===== config.mk =====
export PLATFORM = sky130hd
export DESIGN_NAME = bram_dual_clear_flat
export DESIGN_NICKNAME = d
export VERILOG_FILES = /design/src/rtl/bram_dual_clear_if.sv /design/src/rtl/bram_dual_clear.sv /design/src/flat_wrapper.sv
export SDC_FILE = /design/constraint.sdc
export NUM_CORES = 1
export LEC_CHECK = 0
export ABC_AREA = 1
export CAP_MARGIN = 15
export CELL_PAD_IN_SITES_DETAIL_PLACEMENT = 0
export CELL_PAD_IN_SITES_GLOBAL_PLACEMENT = 2
export CORE_MARGIN = 2
export CORE_UTILIZATION = 38
export CTS_CLUSTER_DIAMETER = 30
export DETAILED_ROUTE_END_ITERATION = 16
export PLACE_DENSITY_LB_ADDON = 0.25
export SYNTH_ARGS = -nofsm -noshare
export SYNTH_HDL_FRONTEND = slang
export SYNTH_SLANG_ARGS = --single-unit

===== constraint.sdc =====
create_clock -name i_clk_ram -period 2.3 [get_ports i_clk_ram]
set_clock_uncertainty 0.15 [all_clocks]
set_input_delay 0.69 -clock i_clk_ram [delete_from_list [all_inputs] [get_ports i_clk_ram]]
set_output_delay 0.69 -clock i_clk_ram [all_outputs]
set_load 0.01 [all_outputs]

===== src/rtl/bram_dual_clear_if.sv =====
// Access bundle for bram_dual_clear: write port, read port and clear control.
// The master drives requests; the slave (the RAM) returns read data and status.
interface bram_dual_clear_if #(
    parameter int unsigned BITWIDTH = 12,
    parameter int unsigned ADRWIDTH = 5
);
    logic                clr_start;
    logic                wr_en;
    logic [ADRWIDTH-1:0] wr_adr;
    logic [BITWIDTH-1:0] din;
    logic                rd_en;
    logic [ADRWIDTH-1:0] rd_adr;
    logic [BITWIDTH-1:0] dout;
    logic                dout_vld;
    logic                busy;
    logic                clr_done;

    modport master (
        output clr_start, wr_en, wr_adr, din, rd_en, rd_adr,
        input  dout, dout_vld, busy, clr_done
    );

    modport slave (
        input  clr_start, wr_en, wr_adr, din, rd_en, rd_adr,
        output dout, dout_vld, busy, clr_done
    );
endinterface


===== src/rtl/bram_dual_clear.sv =====
// Simple-dual-port block RAM with configurable read latency and read-during-write
// policy, plus a clear engine that writes CLEAR_VALUE to every word on request.
module bram_dual_clear #(
    parameter int unsigned          BITWIDTH     = 12,
    parameter int unsigned          RAMDEPTH     = 32,
    parameter int unsigned          READ_LATENCY = 1,
    parameter int unsigned          RDW_MODE     = 0,
    parameter logic [BITWIDTH-1:0]  CLEAR_VALUE  = '0
) (
    input  logic                i_clk_ram,
    input  logic                i_rst,
    bram_dual_clear_if.slave    io_bus
);

    localparam int unsigned         ADRWIDTH = (RAMDEPTH > 1) ? $clog2(RAMDEPTH) : 1;
    localparam int unsigned         CMPWIDTH = ADRWIDTH + 1;
    localparam logic [CMPWIDTH-1:0] DEPTH_C  = CMPWIDTH'(RAMDEPTH);
    localparam logic [ADRWIDTH-1:0] LAST_ADR = ADRWIDTH'(RAMDEPTH - 1);

    generate
        if (READ_LATENCY != 1 && READ_LATENCY != 2) begin : g_bad_latency
            $error("bram_dual_clear: READ_LATENCY must be 1 or 2");
        end
        if (RDW_MODE > 1) begin : g_bad_rdw
            $error("bram_dual_clear: RDW_MODE must be 0 or 1");
        end
        if (RAMDEPTH == 0) begin : g_bad_depth
            $error("bram_dual_clear: RAMDEPTH must be at least 1");
        end
    endgenerate

    typedef enum logic [1:0] {
        S_IDLE,
        S_CLEAR,
        S_DONE
    } state_t;

    state_t              r_state;
    state_t              w_state_nxt;
    logic [ADRWIDTH-1:0] r_cnt;
    logic [ADRWIDTH-1:0] w_cnt_nxt;
    logic                r_busy;
    logic                w_busy_nxt;
    logic                r_clr_done;
    logic                w_clr_done_nxt;

    logic                w_we;
    logic [ADRWIDTH-1:0] w_wadr;
    logic [BITWIDTH-1:0] w_wdata;
    logic                w_rd_acc;
    logic [BITWIDTH-1:0] w_rdata;

    logic [BITWIDTH-1:0] r_mem [RAMDEPTH];
    logic [BITWIDTH-1:0] r_dout1;
    logic                r_vld1;

    // A start request takes the cycle: any access issued alongside it is dropped
    assign w_rd_acc = (r_state != S_CLEAR) && !io_bus.clr_start && io_bus.rd_en;

    always_ff @(posedge i_clk_ram or posedge i_rst) begin
        if (i_rst) begin
            r_state    <= S_IDLE;
            r_cnt      <= '0;
            r_busy     <= 1'b0;
            r_clr_done <= 1'b0;
        end else begin
            r_state    <= w_state_nxt;
            r_cnt      <= w_cnt_nxt;
            r_busy     <= w_busy_nxt;
            r_clr_done <= w_clr_done_nxt;
        end
    end

    // Next state plus the shared write-port mux (clear engine or user write)
    always_comb begin
        w_state_nxt    = r_state;
        w_cnt_nxt      = r_cnt;
        w_busy_nxt     = r_busy;
        w_clr_done_nxt = 1'b0;
        w_we           = 1'b0;
        w_wadr         = io_bus.wr_adr;
        w_wdata        = io_bus.din;
        case (r_state)
            S_CLEAR: begin
                w_we    = 1'b1;
                w_wadr  = r_cnt;
                w_wdata = CLEAR_VALUE;
                if (r_cnt == LAST_ADR) begin
                    w_state_nxt    = S_DONE;
                    w_busy_nxt     = 1'b0;
                    w_clr_done_nxt = 1'b1;
                end else begin
                    w_cnt_nxt = r_cnt + ADRWIDTH'(1);
                end
            end
            default: begin
                if (io_bus.clr_start) begin
                    w_state_nxt = S_CLEAR;
                    w_cnt_nxt   = '0;
                    w_busy_nxt  = 1'b1;
                end else begin
                    w_state_nxt = S_IDLE;
                    w_we        = io_bus.wr_en && ({1'b0, io_bus.wr_adr} < DEPTH_C);
                end
            end
        endcase
    end

    // Memory array carries no reset so it maps onto block RAM
    always_ff @(posedge i_clk_ram) begin
        if (w_we) begin
            r_mem[w_wadr] <= w_wdata;
        end
    end

    always_comb begin
        w_rdata = '0;
        if ({1'b0, io_bus.rd_adr} < DEPTH_C) begin
            if (RDW_MODE == 1 && w_we && (w_wadr == io_bus.rd_adr)) begin
                w_rdata = io_bus.din;
            end else begin
                w_rdata = r_mem[io_bus.rd_adr];
            end
        end
    end

    // First read stage; data only moves on an accepted read so DOUT holds
    always_ff @(posedge i_clk_ram or posedge i_rst) begin
        if (i_rst) begin
            r_vld1  <= 1'b0;
            r_dout1 <= '0;
        end else begin
            r_vld1 <= w_rd_acc;
            if (w_rd_acc) begin
                r_dout1 <= w_rdata;
            end
        end
    end

    generate
        if (READ_LATENCY == 2) begin : g_lat2
            logic [BITWIDTH-1:0] r_dout2;
            logic                r_vld2;

            always_ff @(posedge i_clk_ram or posedge i_rst) begin
                if (i_rst) begin
                    r_vld2  <= 1'b0;
                    r_dout2 <= '0;
                end else begin
                    r_vld2 <= r_vld1;
                    if (r_vld1) begin
                        r_dout2 <= r_dout1;
                    end
                end
            end

            assign io_bus.dout     = r_dout2;
            assign io_bus.dout_vld = r_vld2;
        end else begin : g_lat1
            assign io_bus.dout     = r_dout1;
            assign io_bus.dout_vld = r_vld1;
        end
    endgenerate

    assign io_bus.busy     = r_busy;
    assign io_bus.clr_done = r_clr_done;

endmodule


===== src/flat_wrapper.sv =====
// flat-port wrapper written by rule: the top's interface ports become plain ports
module bram_dual_clear_flat 
#(
    parameter int unsigned          BITWIDTH     = 12,
    parameter int unsigned          RAMDEPTH     = 32,
    parameter int unsigned          READ_LATENCY = 1,
    parameter int unsigned          RDW_MODE     = 0,
    parameter logic [BITWIDTH-1:0]  CLEAR_VALUE  = '0
)
  (i_clk_ram, i_rst, io_bus_clr_start, io_bus_wr_en, io_bus_wr_adr, io_bus_din, io_bus_rd_en, io_bus_rd_adr, io_bus_dout, io_bus_dout_vld, io_bus_busy, io_bus_clr_done);
  bram_dual_clear_if #(.BITWIDTH(BITWIDTH), .ADRWIDTH((5))) io_bus_i ();
  input  logic i_clk_ram;
  input  logic i_rst;
  input wire logic [$bits(io_bus_i.clr_start)-1:0] io_bus_clr_start;
  input wire logic [$bits(io_bus_i.wr_en)-1:0] io_bus_wr_en;
  input wire logic [$bits(io_bus_i.wr_adr)-1:0] io_bus_wr_adr;
  input wire logic [$bits(io_bus_i.din)-1:0] io_bus_din;
  input wire logic [$bits(io_bus_i.rd_en)-1:0] io_bus_rd_en;
  input wire logic [$bits(io_bus_i.rd_adr)-1:0] io_bus_rd_adr;
  output wire logic [$bits(io_bus_i.dout)-1:0] io_bus_dout;
  output wire logic [$bits(io_bus_i.dout_vld)-1:0] io_bus_dout_vld;
  output wire logic [$bits(io_bus_i.busy)-1:0] io_bus_busy;
  output wire logic [$bits(io_bus_i.clr_done)-1:0] io_bus_clr_done;
  assign io_bus_i.clr_start = io_bus_clr_start;
  assign io_bus_i.wr_en = io_bus_wr_en;
  assign io_bus_i.wr_adr = io_bus_wr_adr;
  assign io_bus_i.din = io_bus_din;
  assign io_bus_i.rd_en = io_bus_rd_en;
  assign io_bus_i.rd_adr = io_bus_rd_adr;
  assign io_bus_dout = io_bus_i.dout;
  assign io_bus_dout_vld = io_bus_i.dout_vld;
  assign io_bus_busy = io_bus_i.busy;
  assign io_bus_clr_done = io_bus_i.clr_done;
  bram_dual_clear #(.BITWIDTH(BITWIDTH), .RAMDEPTH(RAMDEPTH), .READ_LATENCY(READ_LATENCY), .RDW_MODE(RDW_MODE), .CLEAR_VALUE(CLEAR_VALUE)) u_core (.i_clk_ram(i_clk_ram), .i_rst(i_rst), .io_bus(io_bus_i));
endmodule

After elaboration in Yosys (flattened, before gate mapping):

Memories as Yosys holds them, arrays and structs flattened. A register that Yosys moved wholly into a read port is not among the register bits.
Index checks and enable logic that the tools add are counted.

* $add $sub $neg: 1
* equality and inequality tests: 5
* multiplexer cells: 17
* reduce and logical (&&, ||, !) cells: 6

Operator list (number)
* 2-to-1 mux 5 bit: 4
* 2-to-1 mux 12 bit: 1
* 2-to-1 mux 1 bit: 10
* adder 5 x 1 -> 5 bit, second input constant: 1
* equality test 5 bit, second input constant: 1
* 2-to-1 mux 2 bit: 2
* != test 2 x 1 -> 1 bit, second input constant: 2
* AND reduction 2 bit: 2
* equality test 2 x 1 -> 1 bit, second input constant: 1
* logical AND 1 bit: 2
* != test 2 bit, second input constant: 1
* nonzero test 2 bit: 1
* zero test 1 bit: 1

* flip-flop bits (word level): 10
* RAM bits: 384
* input bits: 27
* output and inout bits: 15
* word-level logic and storage cells: 35
* memories: 1

Memories
* u_core.r_mem: words 32, width 12, read ports 1, clocked after memory_dff 1, write ports 1, RTL line bram_dual_clear.sv:53 `logic [BITWIDTH-1:0] r_mem [RAMDEPTH];`

Longest topological paths before layout:

Gate-level depths: netlist of run 1.

* word-level depth: 4
* gate-level depth with buffers: 11
* gate-level depth less buffers: 10

Worst setup path before layout of run 1:

OpenSTA, ideal clock, no wires.

* path type: input-to-reg
* from: in io_bus_wr_adr[1]
* to: mem u_core.r_mem[0][0], enable pin
* library setup time: 0.380 ns
* arrival: 1.925 ns
* required time: 1.770 ns
* path slack: -0.155 ns
* stages: 4
* buffers on the path: 0
* path through: or2_2 o21ai_0 nand3_1 nor2_1

* cells in the longest elaborated chain, start to end: 1

Ends and longest elaborated chain
* from (decl): RTL line flat_wrapper.sv:16 `input wire logic [$bits(io_bus_i.wr_adr)-1:0] io_bus_wr_adr;`
* 2-to-1 mux 5 bit: RTL line bram_dual_clear.sv:83 `case (r_state)`
* to (decl): RTL line bram_dual_clear.sv:53

Every way passes these cells.

Worst setup path in the final report of run 1:

* from: reg u_core.r_state[0]
* to: mem u_core.r_mem[1][2], enable pin

* cells in the longest elaborated chain, start to end: 4
* elaborated cells on any way between the ends: 5
* classes of those cells: 1 x eq/ne; 4 x mux

Ends and longest elaborated chain
* from (decl): RTL line bram_dual_clear.sv:38 `state_t r_state;`
* from (signal assigned): RTL line bram_dual_clear.sv:67 `r_state <= w_state_nxt;`
* equality test 2 x 1 -> 1 bit (*): RTL line bram_dual_clear.sv:83
* 2-to-1 mux 1 bit: RTL line bram_dual_clear.sv:83
* 2-to-1 mux 1 bit: RTL line bram_dual_clear.sv:111 `if (w_we) begin`
* 2-to-1 mux 1 bit (not written as such): RTL line bram_dual_clear.sv:112 `r_mem[w_wadr] <= w_wdata;`

Every way passes the cells marked *; elsewhere a longest branch is shown, timed or not.

==> impl_metrics.ini, run 1 <==
[status]
status = complete, no violations

[drt]
wl_per_cell_um = 21.0
vias = 11400
drc = 0
wirelength_um = 48200
drt.antenna.violating_nets = 0
vias_per_cell = 4.98
drt_first_iter_violations = 1005
first_pass_iters = 5

[timing]
hold_violations = 0
whs_ps = 326
worst_pin_slew_ps = 423
report.final.slew_viol_count = 0
slew_headroom_pct = 71.8
setup_viol = 0
rsz0062_at_grt = true
period_needed_ps = 2210
max_freq_mhz = 453
period_share_pct = 95.9

[synthesis]
synthTopCellsByArea = edfxtp_1 (70%), nand2_1 (12%), nand3_1 (10%)
synth-xor-area-share_pct = 0
synth_cell_types = 21
post_synth_fa_ha_maj_area_fraction_pct = 0.151
synth_area_um2 = 16600
synth_mux_area_share_pct = 0.0604
yosysWarnings = 0
syn_inst = 1448
synth_top_area_share_pct = 69.6
synth-seq-cells = 406
synth_top_family_by_area = simple AND/OR/NAND/NOR gates
synth_compound_area_share_pct = 0.317
synth_nets = 1477
synthSimpleGateAreaFrac_pct = 23.3
syn_avg_cell_area_um2 = 11.4
seq_area_frac_synth_pct = 72.9
yosys.area.top_type = edfxtp_1

[worst_setup_path]
worstSetupEndpointType = flop
crit_required_ps = 2440
worstPathArrival_ps = 2350
reg2reg_to = u_core.r_mem[1][2]
cp_max_fo = 6
rrSetupSlack_ps = 90
critPathKind = reg -> reg
r2r_start = u_core.r_state[0]
crit_path_start_kind = flop
r2r_cells = 11

[hold_path]
min_from = u_core.io_bus.dout[4]
worstHoldEndpoint = u_core.io_bus.dout[4]
hold_class = reg -> reg
hold_depth = 2

[grt]
grt_pass1_wl_um = 70900
grt_use_total_pct = 21.8
grt_max_degree = 46
overflow = 0
antenna_found_initial = 0
grt_pass1_vias = 11400

[final_layout]
most-common-layout-cells = nand2_1 (519), edfxtp_1 (384), nand3_1 (330)
final_cells = 2298
fillers = 3763
final_common_cell = nand2_1
drive_above_1_share_pct = 20.5
fin_nets = 1674
syn_to_final_growth_pct = 32.3
n_antenna_cell = 0

[clock_tree]
hold_buffers = 0
clk_latency_ps = 590
cts_tree = yes
cts.sinks = 406
cts-root-buf = clkbuf_16
cts.path.max_buffers = 3
cts_made_buffers = 80
htree_num_levels = 3
clk_pin_slew_ps = 50

[placement]
port-buffer-count = 41
hpwl_um = 30300
gp_congestion = 0.817
dp_cells = 2138

[power_and_ir_drop]
power_frac_clock_pct = 44.1
vdd_drop_max_mv = 0.804
internal_power_mw = 19.0
combPwrFrac_pct = 18.4
seqPwrFrac_pct = 37.5
power.density_nw_per_um2 = 1210
switchingPower_mw = 7.52
switching_share_pct = 28.3
power_leakage_nw = 8.54

[floorplanning]
core_area_um2 = 43100
rows = 76
dieArea_um2 = 45300
die_x_um = 213
chipHeight_um = 213
start_util_pct = 38.5
pin_count = 42

[job]
cap_violations = 0
-- worst max path at each step --
stage,from,to,slack (ps),cells past startpoint
global route,u_core.r_state[1],u_core.r_mem[30][0],-20,9
detailed placement,io_bus_wr_adr[1],u_core.r_mem[22][4],-770,6
finish,u_core.r_state[0],u_core.r_mem[1][2],90,11
global placement,io_bus_wr_adr[1],u_core.r_mem[22][11],-680,6
CTS,u_core.io_bus.dout_vld,io_bus_dout_vld,1,1
floorplan,io_bus_wr_adr[1],u_core.r_mem[0][0],-160,4
-- cell families (layout without fill, tap and decap cells) --
group,Yosys count,after routing
compound gates,9,9
mux,1,1
flops,406,406
buf+inv,115,380
fa+ha+maj,2,2
simple gates,915,915
-- layout make-up --
| cell class | instances | area [µm²] | area share (%) |
|---|---|---|---|
| Clock buffer | 91 | 2070 | 9.46 |
| Clock inverter | 59 | 694 | 3.17 |
| Inverter | 31 | 125 | 0.571 |
| Multi-Input combinational cell | 927 | 4130 | 18.9 |
| Sequential cell | 406 | 12100 | 55.1 |
| Tap cell | 585 | 732 | 3.34 |
| Timing Repair Buffer | 199 | 2080 | 9.50 |
-- power groups by stage --
stage,Sequential [mW],Combinational (mW),Clock (mW)
after CTS,9.96,4.60,11.9
after floorplan,10.0,1.93,0
final,9.96,4.88,11.7
after detailed placement,10.1,4.54,0
after global routing,10.0,5.28,12.3
after global placement,10.1,4.51,0
-- critical path, cell delays in order (launching register included) --
cell and delay (ps):
dfrtp_1 350, inv_1 90, nor2_4 50, buf_4 130
or2_2 290, o21ai_2 100, inv_2 60, nor2_2 110
nand2_2 110, buf_4 170, nor2_4 120, buf_4 180
-- state kept, by name (all words and copies together), names as in the netlist --
signal                  count
u_core.io_bus.dout         12
u_core.r_cnt                5
u_core.r_state              2
u_core.io_bus.dout_vld      1
u_core.io_bus.busy          1
u_core.io_bus.clr_done      1
u_core.r_mem              384
-- routing by layer --
| metal | GRT usage (%) | part of all wire, % |
|---|---|---|
| met3 | 3.40 | 4.8 |
| met1 | 29.4 | 44 |
| met2 | 36.1 | 49 |
| met5 | 0 | 0 |
| met4 | 7.33 | 2.5 |
-- metrics by stage --
| stage | TNS (ps) | util, % | total power [mW] | cell area [µm²] | setup WS, ps |
|---|---|---|---|---|---|
| CTS | 0 | 50.4 | 26.4 | 21700 | 1.45 |
| floorplan | -33820 | - | 12.0 | 16600 | -155 |
| global placement | -190800 | 43.9 | 14.6 | 18900 | -677 |
| finish | 0 | 50.9 | 26.5 | 21900 | 93.2 |
| global route | -390 | 50.9 | 27.6 | 21900 | -17.6 |
| detailed placement | -196650 | 43.9 | 14.6 | 18900 | -769 |
-- synth_stat cells --
cell type,instances
nor2_1,55
clkbuf_1,17
ha_1,2
buf_1,6
inv_1,28
or2_2,2
dfrtp_1,22
o21ai_2,2
o21ai_0,4
a21oi_1,2
buf_2,48
o21ai_1,1
mux2i_1,1
edfxtp_1,384
nand3_1,331
buf_4,12
buf_6,1
nand4_1,1
nand2_1,525
nor2_4,1
inv_2,3
-- repair_timing --
action                                  in CTS  in global routing
gates resized for setup                     35                 49
pin swaps                                    2                  6
buffers inserted                             1                  3
endpoints found under the setup margin     230                368
gates cloned                                 0                  6
No activity file was read; power rests on OpenSTA's default activity.
==> inputs of run 2 (changes only) <==
Settings changed: SKIP_LAST_GASP set to 1.
==> run 2 against run 1 <==
Effect of this change:
- critical path depth stayed put
- power about the same
- final cell count barely moved
- combinational power is essentially flat
- clock-buffer cell count is the same
- non-clock buffer count unchanged
- sequential power barely moved
- via count shrank 0.33%
- sequential share of layout area about the same
- register-to-register slack got worse by 20 ps
- critical endpoint is now u_core.r_mem[1][7]
- largest power group unchanged
==> impl_metrics.ini, run 2 (synthesis results as in run 1) <==
[status]
status = complete, no violations

[drt]
wl_per_cell_um = 21.0
vias_per_cell = 4.96
drc = 0
wirelength_um = 48300
first_pass_iters = 5
drt_first_iter_violations = 1070
drt.antenna.violating_nets = 0
vias = 11400

[worst_setup_path]
crit_path_start_kind = flop
cp_max_fo = 6
critical_path.max_stage_delay_ps = 350
cp_cell_sequence = inv_1, nor2_4, buf_4, or2_2, o21ai_2, inv_1, nor2_2, nand2_2, buf_4, nor2_4, buf_6
worstPathArrival_ps = 2360
crit_path_top_delay_cell = dfrtp_1
startpoint = u_core.r_state[0]
worstSetupEndpointType = flop
crit_required_ps = 2430
r2r_start = u_core.r_state[0]
critPathKind = reg -> reg

[clock_tree]
hold_buffers = 0
cts-root-buf = clkbuf_16
cts.path.max_buffers = 3
clk_latency_ps = 590
cts_tree = yes
cts.sinks = 406
cts_made_buffers = 80
clk_pin_slew_ps = 50
htree_num_levels = 3

[timing]
setup_viol = 0
rsz0062_at_grt = true
hold_violations = 0
worst_pin_slew_ps = 622
period_needed_ps = 2230
slew_headroom_pct = 58.5
max_freq_mhz = 448
period_share_pct = 97.0
report.final.slew_viol_count = 0

[hold_path]
min_from = u_core.io_bus.dout[4]
hold_class = reg -> reg

[placement]
hpwl_um = 30300
gp_congestion = 0.817
dp_cells = 2138
port-buffer-count = 41

[floorplanning]
rows = 76
core_area_um2 = 43100
dieArea_um2 = 45300
start_util_pct = 38.5
die_x_um = 213
chipHeight_um = 213
pin_count = 42

[power_and_ir_drop]
vdd_drop_max_mv = 0.805
power_leakage_nw = 8.54
power.density_nw_per_um2 = 1210

[grt]
grt_pass1_wl_um = 70900
antenna_found_initial = 0
grt_pass1_vias = 11400
overflow = 0
grt_use_total_pct = 21.8
grt_max_degree = 46

[final_layout]
ff_latch_area_um2 = 12100
largest-register = u_core.r_mem
fillers = 3757
final_common_cell = nand2_1
multi_input_area_um2 = 4130
final_core_util_pct = 50.9
largest_reg_flops = 384
syn_to_final_growth_pct = 32.3
drive_above_1_share_pct = 20.6
most-common-layout-cells = nand2_1 (519), edfxtp_1 (384), nand3_1 (329)
fin_nets = 1674
final_cells = 2299

[job]
cap_violations = 0
## run 2: per-stage QoR
step	setup TNS, ps	power (mW)	area [µm²]	setup WS [ps]	hold WS (ps)
detailed placement	-196650	14.6	18900	-769	320
finish	0	26.5	21900	69.9	326
CTS	-904	26.4	21700	-44.6	332
floorplan	-33820	12.0	16600	-155	348
global route	-1810	27.6	21900	-61.5	357
global placement	-190800	14.6	18900	-677	318
## run 2: per-layer routing
metal	wire, µm	global-route usage [%]	up-vias
li1	-	-	5468
met1	21300	29.4	5557
met2	23500	36.1	301
met3	2310	3.40	76
met4	1270	7.33	0
met5	0	0	-
## run 2: final timing paths
check,to,slack (ps),cells after the start
max,u_core.r_mem[1][7],70,11
min,u_core.io_bus.dout[4],330,2
max reg2reg,u_core.r_mem[1][7],70,11
min reg2reg,u_core.io_bus.dout[4],330,2
max in group asynchronous,u_core.io_bus.dout[6],1310,3
min in group asynchronous,u_core.r_cnt[1],360,3
## run 2: critical path, delay by kind of cell (launching register included)
| family | cells | cell delay (ps) |
|---|---|---|
| and+or+nand+nor | 5 | 700 |
| DFF | 1 | 350 |
| AOI/OAI and AO/OA | 1 | 90 |
| buffers and inverters | 5 | 630 |
## run 2: report_power, final
| part | internal, mW | total [mW] | switching, mW |
|---|---|---|---|
| Sequential | 9.62 | 9.96 | 0.339 |
| Combinational | 1.68 | 4.88 | 3.20 |
| Clock | 7.72 | 11.7 | 3.98 |
| Total | 19.0 | 26.5 | 7.53 |
## run 2: layout make-up
class | instances | area share, %
inverter | 31 | 0.570
clock buffer | 91 | 9.45
tap | 585 | 3.34
antenna | 1 | 0.0114
clock inverter | 59 | 3.17
multi-input combinational | 927 | 18.8
sequential | 406 | 55.1
timing repair buffer | 199 | 9.52
## run 2: timing repair
action / CTS / global route
hold endpoints to repair: 0 / 0
resized for setup: 33 / 54
endpoints found under the setup margin: 230 / 350
buffers inserted: 1 / 3
cloned: 0 / 6
pin swaps: 2 / 4
